## src/rtl/gray_rd_pkg.sv

```systemverilog
// Shared types and frame geometry for the gray-image BRAM stream reader.
package gray_rd_pkg;

    typedef enum logic [1:0] {IDLE, READ, DRAIN, DONE_ST} rd_state_t;

    localparam int FRAME_W        = 320;
    localparam int FRAME_H        = 240;
    localparam int NUM_PIXELS_DEF = FRAME_W * FRAME_H;

endpackage

```

## src/rtl/gray_rd_fifo.sv

```systemverilog
// Small first-word fall-through FIFO with occupancy count.
// A word written while the FIFO is empty is presented on the output in the
// same cycle; if it is also accepted that cycle it is never stored.
module gray_rd_fifo
    import gray_rd_pkg::*;
#(
    parameter  int DATA_W = 8,
    parameter  int DEPTH  = 4,
    localparam int PTR_W  = (DEPTH > 1) ? $clog2(DEPTH) : 1,
    localparam int CNT_W  = $clog2(DEPTH + 1)
) (
    input  logic              clk_i,
    input  logic              rst_i,
    input  logic              wr_en_i,
    input  logic [DATA_W-1:0] wr_data_i,
    input  logic              rd_en_i,
    output logic              valid_o,
    output logic [DATA_W-1:0] data_o,
    output logic [CNT_W-1:0]  count_o
);

    logic [DATA_W-1:0] mem_q [DEPTH];
    logic [PTR_W-1:0]  wr_ptr_q, wr_ptr_d;
    logic [PTR_W-1:0]  rd_ptr_q, rd_ptr_d;
    logic [CNT_W-1:0]  cnt_q, cnt_d;
    logic              empty;
    logic              store;
    logic              pop_mem;

    // Head selection, bypass decision and pointer/count next state.
    always_comb begin
        empty   = (cnt_q == '0);
        valid_o = !empty || wr_en_i;
        if (!empty)
            data_o = mem_q[rd_ptr_q];
        else if (wr_en_i)
            data_o = wr_data_i;
        else
            data_o = '0;
        store    = wr_en_i && !(empty && rd_en_i);
        pop_mem  = !empty && rd_en_i;
        wr_ptr_d = wr_ptr_q + PTR_W'(store);
        rd_ptr_d = rd_ptr_q + PTR_W'(pop_mem);
        cnt_d    = cnt_q + CNT_W'(store) - CNT_W'(pop_mem);
    end

    // Storage array; contents need no reset since the output is gated by count.
    always_ff @(posedge clk_i) begin
        if (store)
            mem_q[wr_ptr_q] <= wr_data_i;
    end

    // Pointer and count registers.
    always_ff @(posedge clk_i or posedge rst_i) begin
        if (rst_i) begin
            wr_ptr_q <= '0;
            rd_ptr_q <= '0;
            cnt_q    <= '0;
        end else begin
            wr_ptr_q <= wr_ptr_d;
            rd_ptr_q <= rd_ptr_d;
            cnt_q    <= cnt_d;
        end
    end

    assign count_o = cnt_q;

endmodule

```

## src/rtl/gray_bram_stream_reader.sv

```systemverilog
// Gray BRAM read master: streams one frame of pixels out as valid/ready/last.
// Requests are credit-limited so that buffered plus in-flight words never
// exceed the output FIFO depth. Optional READBACK_CHECKSUM_EN adds a 32-bit
// running sum of transferred pixels on o_CHECKSUM.
module gray_bram_stream_reader
    import gray_rd_pkg::*;
#(
    parameter int ADDR_W     = 17,
    parameter int DATA_W     = 8,
    parameter int NUM_PIXELS = NUM_PIXELS_DEF,
    parameter int RD_LAT     = 1,
    parameter int FIFO_DEPTH = 4
) (
    input  logic              i_CLK,
    input  logic              i_RST,
    input  logic              i_START,
    output logic              o_RD_REQ,
    output logic [ADDR_W-1:0] o_RD_ADDR,
    input  logic [DATA_W-1:0] i_RD_DATA,
    output logic [DATA_W-1:0] o_M_DATA,
    output logic              o_M_VALID,
    input  logic              i_M_READY,
    output logic              o_M_LAST,
    output logic              o_BUSY,
    output logic              o_DONE
`ifdef READBACK_CHECKSUM_EN
    ,
    output logic [31:0]       o_CHECKSUM
`endif
);

    localparam int CNT_W = $clog2(FIFO_DEPTH + 1);
    localparam int OCC_W = $clog2(FIFO_DEPTH + RD_LAT + 1);
    localparam logic [ADDR_W-1:0] LAST_IDX = ADDR_W'(NUM_PIXELS - 1);

    rd_state_t         state_q, state_d;
    logic [ADDR_W-1:0] addr_q, addr_d;
    logic [ADDR_W-1:0] out_cnt_q, out_cnt_d;
    logic [RD_LAT:1]   vld_pipe_q, vld_pipe_d;
    logic [CNT_W-1:0]  fifo_cnt;
    logic [OCC_W-1:0]  occ;
    logic              rd_req;
    logic              xfer;
    logic              last_xfer;

    // Credit check: room must remain for one more word after buffered + in-flight.
    always_comb begin
        occ = OCC_W'(fifo_cnt);
        for (int i = 1; i <= RD_LAT; i++)
            occ = occ + OCC_W'(vld_pipe_q[i]);
        rd_req = (state_q == READ) && (occ < OCC_W'(FIFO_DEPTH));
    end

    // In-flight tracking: one valid bit per BRAM latency stage.
    always_comb begin
        vld_pipe_d    = '0;
        vld_pipe_d[1] = rd_req;
        for (int i = 2; i <= RD_LAT; i++)
            vld_pipe_d[i] = vld_pipe_q[i-1];
    end

    assign xfer      = o_M_VALID && i_M_READY;
    assign last_xfer = xfer && (out_cnt_q == LAST_IDX);

    // Frame sequencing, address counter and output pixel counter.
    always_comb begin
        state_d   = state_q;
        addr_d    = addr_q;
        out_cnt_d = out_cnt_q;
        case (state_q)
            IDLE: begin
                if (i_START) begin
                    state_d   = READ;
                    addr_d    = '0;
                    out_cnt_d = '0;
                end
            end
            READ: begin
                if (rd_req) begin
                    if (addr_q == LAST_IDX)
                        state_d = DRAIN;
                    else
                        addr_d = addr_q + ADDR_W'(1);
                end
            end
            DRAIN: begin
                if (last_xfer)
                    state_d = DONE_ST;
            end
            DONE_ST: state_d = IDLE;
            default: state_d = IDLE;
        endcase
        if (xfer && (out_cnt_q != LAST_IDX))
            out_cnt_d = out_cnt_q + ADDR_W'(1);
    end

    // Control state registers.
    always_ff @(posedge i_CLK or posedge i_RST) begin
        if (i_RST) begin
            state_q    <= IDLE;
            addr_q     <= '0;
            out_cnt_q  <= '0;
            vld_pipe_q <= '0;
        end else begin
            state_q    <= state_d;
            addr_q     <= addr_d;
            out_cnt_q  <= out_cnt_d;
            vld_pipe_q <= vld_pipe_d;
        end
    end

    gray_rd_fifo #(
        .DATA_W (DATA_W),
        .DEPTH  (FIFO_DEPTH)
    ) u_fifo (
        .clk_i     (i_CLK),
        .rst_i     (i_RST),
        .wr_en_i   (vld_pipe_q[RD_LAT]),
        .wr_data_i (i_RD_DATA),
        .rd_en_i   (i_M_READY),
        .valid_o   (o_M_VALID),
        .data_o    (o_M_DATA),
        .count_o   (fifo_cnt)
    );

    assign o_RD_REQ  = rd_req;
    assign o_RD_ADDR = addr_q;
    assign o_M_LAST  = o_M_VALID && (out_cnt_q == LAST_IDX);
    assign o_BUSY    = (state_q == READ) || (state_q == DRAIN);
    assign o_DONE    = (state_q == DONE_ST);

`ifdef READBACK_CHECKSUM_EN
    logic [31:0] csum_q, csum_d;

    // Running sum of accepted pixels, cleared when a frame is started.
    always_comb begin
        csum_d = csum_q;
        if ((state_q == IDLE) && i_START)
            csum_d = '0;
        else if (xfer)
            csum_d = csum_q + 32'(o_M_DATA);
    end

    // Checksum accumulator register.
    always_ff @(posedge i_CLK or posedge i_RST) begin
        if (i_RST)
            csum_q <= '0;
        else
            csum_q <= csum_d;
    end

    assign o_CHECKSUM = csum_q;
`endif

endmodule

```

## config.mk

```make
export PLATFORM = sky130hd
export DESIGN_NAME = gray_bram_stream_reader
export DESIGN_NICKNAME = d
export VERILOG_FILES = /design/src/rtl/gray_rd_pkg.sv /design/src/rtl/gray_rd_fifo.sv /design/src/rtl/gray_bram_stream_reader.sv
export SDC_FILE = /design/constraint.sdc
export NUM_CORES = 1
export LEC_CHECK = 0
export BUFFER_PORTS_ARGS = -buffer_cell sky130_fd_sc_hd__buf_2
export CAP_MARGIN = 20
export CORE_ASPECT_RATIO = 1.1
export CORE_UTILIZATION = 55
export CTS_CLUSTER_SIZE = 16
export DETAILED_ROUTE_END_ITERATION = 10
export GPL_ROUTABILITY_DRIVEN = 0
export PLACE_DENSITY = 0.76
export SETUP_SLACK_MARGIN = 0.2
export SYNTH_ARGS = -nofsm -noshare
export SYNTH_HDL_FRONTEND = slang
export SYNTH_SLANG_ARGS = --single-unit
export TNS_END_PERCENT = 20
```

## constraint.sdc

```tcl
create_clock -name i_CLK -period 3.7 [get_ports i_CLK]
set_input_delay 0.185 -clock i_CLK [delete_from_list [all_inputs] [get_ports i_CLK]]
set_output_delay 0.185 -clock i_CLK [all_outputs]
set_load 0.01 [all_outputs]
```

==> impl_metrics.ini, run 1 <==
[timing]
setup_tns_ns = 0
rsz0062_at_grt = false
finalWorstSetupSlack_ns = 0.893
hold_viol_final = 0
fin_crit_sh = 0.759
skew_ns = 0.00772
setup_viol = 0
tightest_slew_ns = 0.909
fin_crit_ns = 2.81
max_freq_ghz = 0.356
drv_slew = 0
maxSlewHeadroom = 0.394

[cts]
cts_buffer_depth = 2
cts-htree-levels = 3
clk_pin_slew_ns = 0.08
tritoncts = done
clock_latency_ns = 0.35
cts_sinks = 76
numCtsBuffers = 9
clockRootBuffer = clkbuf_8

[floorplan]
die-area_sq_mm = 0.00724
die_x_um = 81.2
start_util = 0.573
core_sq_mm = 0.00663
io_pins = 42
std_cell_rows = 31
die_y_um = 89.2

[synth]
synth_top_area_frac = 0.290
syn-num-nets = 355
syn_area_sq_mm = 0.00380
synth_common_cells = dfrtp_1, edfxtp_1, nand2_1, o21ai_0, nand3_1
ys_seq_area_frac = 0.543
synthCells = 332
synth_top_area_cell = dfrtp_1
synth.most_common_cell = dfrtp_1
ys_types = 51
async_flop_share = 0.579
synth.area.top_cells = dfrtp_1, edfxtp_1, mux4_2
ys_seq_elements = 76
synth-edff-count = 32
yosys_warnings = 0
syn_area_per_cell_sq_um = 11.4
ys.flop_type = dfrtp_1

[route]
firstDrtPassIters = 5
dr_wl_met2_mm = 3.83
drcViolationCount = 0
routed_wl_mm = 7.83
num_vias = 2882
dr.max_layer_used = met4
ant_nets = 0
drt-wirelength-per-cell_um = 17.1
wl_met3_um = 338
viasPerCell = 6.28
drt_iter0_drc = 196
drt-met1-wl_mm = 3.51

[cells_and_area]
fin_util = 0.653
final_nets = 395
area_growth_pct = 13.9
drive_gt1_frac = 0.202
n_antenna_cell = 0

[power]
intPower_mw = 2.01
switching_share = 0.344
p_comb_frac = 0.305
switchingPower_mw = 1.05
power_density_mw_per_mm2 = 707
ir_drop_mv = 0.434
seq_power_share = 0.425
power_leakage_nw = 1.83
power_frac_clock = 0.270

[critical_path]
startpoint_type = flip-flop
worst-setup-path-type = reg -> reg
cp_data_required_time_ns = 3.92
cp.arrival_ns = 3.02
cp_max_fo = 14
end_kind = flip-flop

[global_route]
gr-total-overflow = 0
grt_usage = 0.243
antenna_found_initial = 0
grt_pass1_vias = 2720
grt_start_max_net_pins = 45
grt_pass1_wl_mm = 13.0

[flow_run]
maxCapViolations = 0

[hold_path]
hp-class = in -> reg

[place]
dp_hpwl_mm = 5.19
io_buffers = 41
dp_slack_ns = 1.01

[outcome]
status = completed
## registers in the layout, summed over array words and instances (netlist names)
name / flops
u_fifo.count_o: 3
u_fifo.wr_ptr_q: 2
state_q: 2
u_fifo.rd_ptr_q: 2
u_fifo.mem_q: 32
o_RD_ADDR: 17
vld_pipe_q: 1
out_cnt_q: 17
## worst max-delay path, cell delays in order (launching register included)
cell and delay, ns:
dfrtp_1 0.41, inv_1 0.09, ha_1 0.28, inv_1 0.26, a21oi_1 0.77, nand2_1 0.44
o41ai_1 0.42
## power groups by stage
stage | Clock (mW) | Sequential, mW | Combinational, mW
2_1_floorplan | 0 | 1.23 | 0.715
5_1_grt | 0.878 | 1.33 | 1.06
3_5_place_dp | 0 | 1.32 | 0.934
6_report | 0.827 | 1.30 | 0.932
4_1_cts | 0.839 | 1.30 | 0.943
3_3_place_gp | 0 | 1.30 | 0.915
## metal layers
layer / global-route usage / vias up
met1: 0.329 / 1430
li1: - / 1344
met3: 0.0327 / 14
met2: 0.390 / 94
met5: 0 / -
met4: 0.114 / 0
## final timing paths
kind,startpoint,to,slack [ns],cells past startpoint
setup / recovery,state_q[1],o_RD_ADDR[6],0.89,6
setup reg to reg,state_q[1],o_RD_ADDR[6],0.89,6
hold reg to reg,out_cnt_q[16],out_cnt_q[16],0.48,1
max in group asynchronous,i_RST,out_cnt_q[12],2.78,4
min in group asynchronous,i_RST,out_cnt_q[16],0.53,4
hold / removal,i_RD_DATA[5],u_fifo.mem_q[3][5],0.06,1
## stage by stage
stage                     hold slack (ns)  cell area (sq um)  cells  power [mW]
after floorplan                     0.284               3800    332        1.95
after global placement              0.349               4050    442        2.22
after detailed placement            0.358               4050    442        2.25
after CTS                          0.0591               4330    459        3.08
after global routing               0.0678               4330    459        3.26
final                              0.0625               4330    459        3.06
## cells in the final DEF (no fill, tap or decap), types with 3 or more instances in the layout
master,n
a211o_1,7
a21oi_1,4
a31oi_1,7
and3_1,9
and4_1,4
buf_2,41
buf_4,3
bufinv_16,4
clkbuf_8,9
dfrtp_1,44
edfxtp_1,32
ha_1,10
inv_1,12
mux4_2,8
nand2_1,29
nand3_1,22
nand4_1,10
nand4b_1,3
nor2_1,19
nor3_1,6
o211ai_1,3
o21ai_0,25
o31ai_1,20
xnor2_1,4
xor2_1,4
## layout make-up
type | count | area (sq um)
fill | 499 | 2300
sequential | 76 | 2060
multi-input combinational | 227 | 1610
timing repair buffer | 45 | 238
clock inverter | 6 | 138
clock buffer | 10 | 128
tap | 82 | 103
inverter | 13 | 48.8
## kinds of logic after synthesis
| group | after synthesis | share of synthesized area |
|---|---|---|
| compound gates | 80 | 0.147 |
| xor+xnor | 8 | 0.0184 |
| fa+ha+maj | 11 | 0.0382 |
| buf+inv | 29 | 0.0329 |
| flops | 76 | 0.543 |
| mux | 10 | 0.0530 |
| simple gates | 118 | 0.167 |
## repair_timing
action                                 4_1_cts  5_1_grt
hold buffers                                 1        0
endpoints found under the hold margin       44        0
resized for setup                            0        0
buffers inserted                             0        0
No activity file was read; power rests on OpenSTA's default activity.
==> inputs of run 2 (changes only) <==
==> constraint.sdc (replaced) <==
create_clock -name i_CLK -period 2.9 [get_ports i_CLK]
set_input_delay 0.145 -clock i_CLK [delete_from_list [all_inputs] [get_ports i_CLK]]
set_output_delay 0.145 -clock i_CLK [all_outputs]
set_load 0.01 [all_outputs]
==> run 2 against run 1 <==
Die area did not move. Sequential power rose by 28%. Worst setup slack got worse by 0.36 ns. Largest cell class unchanged. Highest routed layer unchanged.
==> impl_metrics.ini, run 2 (synthesis results as in run 1) <==
[timing]
setup_tns_ns = 0
max_freq_ghz = 0.423
drv_slew = 0
fin_crit_sh = 0.815
tightest_slew_ns = 0.638
setup_viol = 0
rsz0062_at_grt = false
maxSlewHeadroom = 0.575
fin_crit_ns = 2.36
fin_hold_ws_ns = 0.0236
hold_viol_final = 0
finalWorstSetupSlack_ns = 0.536
skew_ns = 0.0135

[cts]
cts_sinks = 76
cts_buffer_depth = 2
clk_pin_slew_ns = 0.09
tritoncts = done
cts-htree-levels = 3
clockRootBuffer = clkbuf_8
clock_latency_ns = 0.35
cts.repair.resized = 0
numCtsBuffers = 9

[cells_and_area]
largest_reg_flops = 32
area_growth_pct = 13.7
fin_util = 0.651
n_antenna_cell = 0
fillerInstances = 533
layout_commonest_cell = dfrtp_1
layout.cells.non_filler = 464
drive_gt1_frac = 0.212
design_area_sq_mm = 0.00432
largest_register = u_fifo.mem_q
layout_common_cells = dfrtp_1, buf_2, edfxtp_1
final_nets = 400

[hold_path]
hp-class = in -> reg

[global_route]
grt_start_max_net_pins = 36
grt_pass1_vias = 2692
grt_usage = 0.238
grt_pass1_wl_mm = 12.8
antenna_found_initial = 0
gr-total-overflow = 0

[place]
placed_cell_area_sq_mm = 0.00409
dp_slack_ns = 0.538
dp_hpwl_mm = 5.33
placed_cells = 447
io_buffers = 41

[floorplan]
die_x_um = 81.2
std_cell_rows = 31
io_pins = 42
die_y_um = 89.2
start_util = 0.573
core_sq_mm = 0.00663
die-area_sq_mm = 0.00724

[critical_path]
cp_data_required_time_ns = 3.12
end_kind = flip-flop
startpoint_type = flip-flop
cp.arrival_ns = 2.58
worst-setup-path-type = reg -> reg
cp_max_fo = 4

[route]
firstDrtPassIters = 7
ant_nets = 0
num_vias = 2819
drt_iter0_drc = 228
drcViolationCount = 0
routed_wl_mm = 7.84
viasPerCell = 6.08
drt-wirelength-per-cell_um = 16.9

[flow_run]
maxCapViolations = 0

[power]
power_leakage_nw = 1.83
power_density_mw_per_mm2 = 873
ir_drop_mv = 0.496
power_mw = 3.77

[outcome]
status = completed
## run 2: cell count changes in the layout (fill, tap and decap cells not counted), sizes merged
| cell | before | now |
|---|---|---|
| buf | 44 | 49 |
| bufinv | 4 | 2 |
| clkinv | 3 | 4 |
| clkinvlp | 0 | 1 |
## run 2: worst paths after layout
check / startpoint / endpoint / slack, ns / depth (start not counted)
worst min-delay path: i_RD_DATA[3] / u_fifo.mem_q[0][3] / 0.02 / 1
max in group asynchronous: i_RST / u_fifo.count_o[1] / 1.91 / 4
min in group asynchronous: i_RST / out_cnt_q[12] / 0.27 / 3
worst max register to register: u_fifo.count_o[2] / u_fifo.count_o[2] / 0.54 / 8
worst max-delay path: u_fifo.count_o[2] / u_fifo.count_o[2] / 0.54 / 8
worst min register to register: out_cnt_q[16] / out_cnt_q[16] / 0.48 / 1
## run 2: worst max-delay path: stages (launching register included)
cell and delay, ns:
dfrtp_1 0.46, or3_1 0.42, and2_1 0.19, ha_1 0.28
inv_1 0.04, ha_1 0.20, fa_1 0.37, xor2_1 0.16
xnor2_1 0.13
## run 2: power breakdown
group          leakage, nW  switching (mW)  internal [mW]  total, mW
clock                0.106           0.387          0.486      0.874
sequential           0.865           0.274           1.39       1.67
combinational        0.863           0.696          0.536       1.23
## run 2: final cells by class
cell class / count / area (sq um) / share of cell area
Sequential cell: 76 / 2060 / 0.478
Multi-Input combinational cell: 227 / 1610 / 0.373
Timing Repair Buffer: 50 / 275 / 0.0637
Tap cell: 82 / 103 / 0.0238
Clock inverter: 6 / 90.1 / 0.0209
Clock buffer: 10 / 128 / 0.0296
Inverter: 13 / 48.8 / 0.0113
## run 2: metal layers
metal	wire length (um)	vias up	global-route usage
met5	0	-	0
met4	164	0	0.107
met3	291	14	0.0337
met2	3880	76	0.393
met1	3500	1374	0.314
li1	-	1355	-
## run 2: what timing repair did
action | CTS | global route
hold buffers | 1 | 0
setup buffers | 0 | 0
hold endpoints to repair | 9 | 0
==> inputs of run 3 (changes only) <==
==> constraint.sdc (replaced) <==
create_clock -name i_CLK -period 2.3 [get_ports i_CLK]
set_input_delay 0.115 -clock i_CLK [delete_from_list [all_inputs] [get_ports i_CLK]]
set_output_delay 0.115 -clock i_CLK [all_outputs]
set_load 0.01 [all_outputs]
==> run 3 against run 2 <==
Cell count rose by 3.4%. Critical path type unchanged. Critical path depth did not move. Sequential cell count did not move. Register-to-register slack got worse by 0.37 ns. Worst setup slack got worse by 0.37 ns. Core utilization rose by 2.6 points. Count of clock-buffer cells in the layout fell by 1. Hold slack got worse by 0.021 ns. Critical endpoint unchanged. Cell area rose by 4.0%.
==> impl_metrics.ini, run 3 (synthesis results as in run 1) <==
[outcome]
status = completed

[global_route]
antenna_found_initial = 0
grt_start_max_net_pins = 30
grt_usage = 0.258
grt_pass1_wl_mm = 13.9
gr-total-overflow = 0
grt_pass1_vias = 2924

[timing]
setup_tns_ns = 0
rsz0062_at_grt = true
setup_viol = 0
fin_crit_ns = 2.13
max_freq_ghz = 0.469
hold_viol_final = 0
tightest_slew_ns = 0.762
skew_ns = 0.0114
fin_crit_sh = 0.927
maxSlewHeadroom = 0.490
drv_slew = 0

[cells_and_area]
area_growth_pct = 18.2
design_area_sq_mm = 0.00449
final_nets = 416
layout_commonest_cell = dfrtp_1
layout.cells.non_filler = 480
drive_gt1_frac = 0.256
largest_reg_flops = 32
largest_register = u_fifo.mem_q
fillerInstances = 487
layout_common_cells = dfrtp_1, buf_2, edfxtp_1
n_antenna_cell = 0

[critical_path]
worst-setup-path-type = reg -> reg
cp.arrival_ns = 2.38
slowest_delay_ns = 0.40
cp_max_fo = 2
end_kind = flip-flop
cp_data_required_time_ns = 2.55
cpMostUsedCell = ha_4
crit_path_top_delay_cell = or3_1
startpoint_type = flip-flop
worstPathCellList = or3_1, and2_4, ha_4, inv_2, ha_4, fa_2, xor2_1, xnor2_1

[floorplan]
io_pins = 42
die_y_um = 89.2
core_sq_mm = 0.00663
die_x_um = 81.2
std_cell_rows = 31
start_util = 0.573
die-area_sq_mm = 0.00724

[route]
firstDrtPassIters = 5
drcViolationCount = 0
num_vias = 2896
drt-wirelength-per-cell_um = 16.8
routed_wl_mm = 8.06
viasPerCell = 6.03
drt_iter0_drc = 139
ant_nets = 0

[cts]
clockRootBuffer = clkbuf_8
numCtsBuffers = 9
clock_latency_ns = 0.36
tritoncts = done
clk_pin_slew_ns = 0.09
cts_buffer_depth = 2
cts-htree-levels = 3
cts_sinks = 76

[power]
seq_power_share = 0.428
power_density_mw_per_mm2 = 1060
switching_share = 0.380
ir_drop_mv = 0.821
p_comb_frac = 0.367
intPower_mw = 2.95
power_frac_clock = 0.205
power_leakage_nw = 1.90
switchingPower_mw = 1.81

[place]
placed_cells = 454
placed_cell_area_sq_mm = 0.00417
dp_hpwl_mm = 5.42
io_buffers = 41

[hold_path]
hp-class = in -> reg

[flow_run]
maxCapViolations = 0
## run 3: cell type report
type,instances,area (sq um),share of cell area
Clock inverter,7,65.1,0.0145
Clock buffer,9,124,0.0276
Multi-Input combinational cell,227,1680,0.373
Sequential cell,76,2060,0.459
Inverter,13,48.8,0.0109
Timing Repair Buffer,66,413,0.0919
Tap cell,82,103,0.0228
## run 3: path summary, 6_finish.rpt
check | slack (ns) | end | from | cells past startpoint
min | 0.003 | u_fifo.mem_q[3][1] | i_RD_DATA[1] | 1
min reg2reg | 0.49 | out_cnt_q[16] | out_cnt_q[16] | 1
max in group asynchronous | 1.27 | u_fifo.rd_ptr_q[0] | i_RST | 4
max | 0.17 | u_fifo.count_o[2] | u_fifo.count_o[0] | 8
min in group asynchronous | 0.29 | out_cnt_q[16] | i_RST | 3
max reg2reg | 0.17 | u_fifo.count_o[2] | u_fifo.count_o[0] | 8
## run 3: routing by layer
| metal | routed length [um] | share of wire | track usage |
|---|---|---|---|
| met3 | 349 | 0.043 | 0.0541 |
| met4 | 162 | 0.020 | 0.119 |
| met2 | 4040 | 0.50 | 0.425 |
| met1 | 3510 | 0.44 | 0.327 |
| met5 | 0 | 0 | 0 |
## run 3: critical path, delay by kind of cell, from the launching register on
| kind | cells | cell delay, ns |
|---|---|---|
| XOR/XNOR | 2 | 0.28 |
| adder cells (fa/ha/maj) | 3 | 0.75 |
| buffers and inverters | 1 | 0.04 |
| flip-flops | 1 | 0.38 |
| AND/OR/NAND/NOR | 2 | 0.57 |
## run 3: per-stage QoR
step	util	power (mW)	hold slack, ns	worst slack (ns)
floorplan	-	3.20	0.214	0.0549
global placement	0.629	3.70	0.117	0.233
detailed placement	0.629	3.79	0.119	0.164
CTS	0.674	4.79	0.000697	0.165
global route	0.677	5.11	0.0127	0.0867
finish	0.677	4.76	0.00255	0.168
## run 3: power by group through the flow
stage / Sequential, mW / Combinational, mW / Clock [mW]
after global routing: 2.09 / 1.97 / 1.06
after global placement: 2.04 / 1.66 / 0
final: 2.04 / 1.75 / 0.978
after CTS: 2.04 / 1.75 / 1.00
after detailed placement: 2.06 / 1.73 / 0
after floorplan: 1.99 / 1.21 / 0
## run 3: repair_timing
action                                 in CTS  in global routing
pin swaps                                   1                  0
buffers inserted                            2                  0
hold buffers                                8                  0
setup endpoints to repair                  11                 42
gates resized for setup                     2                  7
endpoints found under the hold margin      40                  0
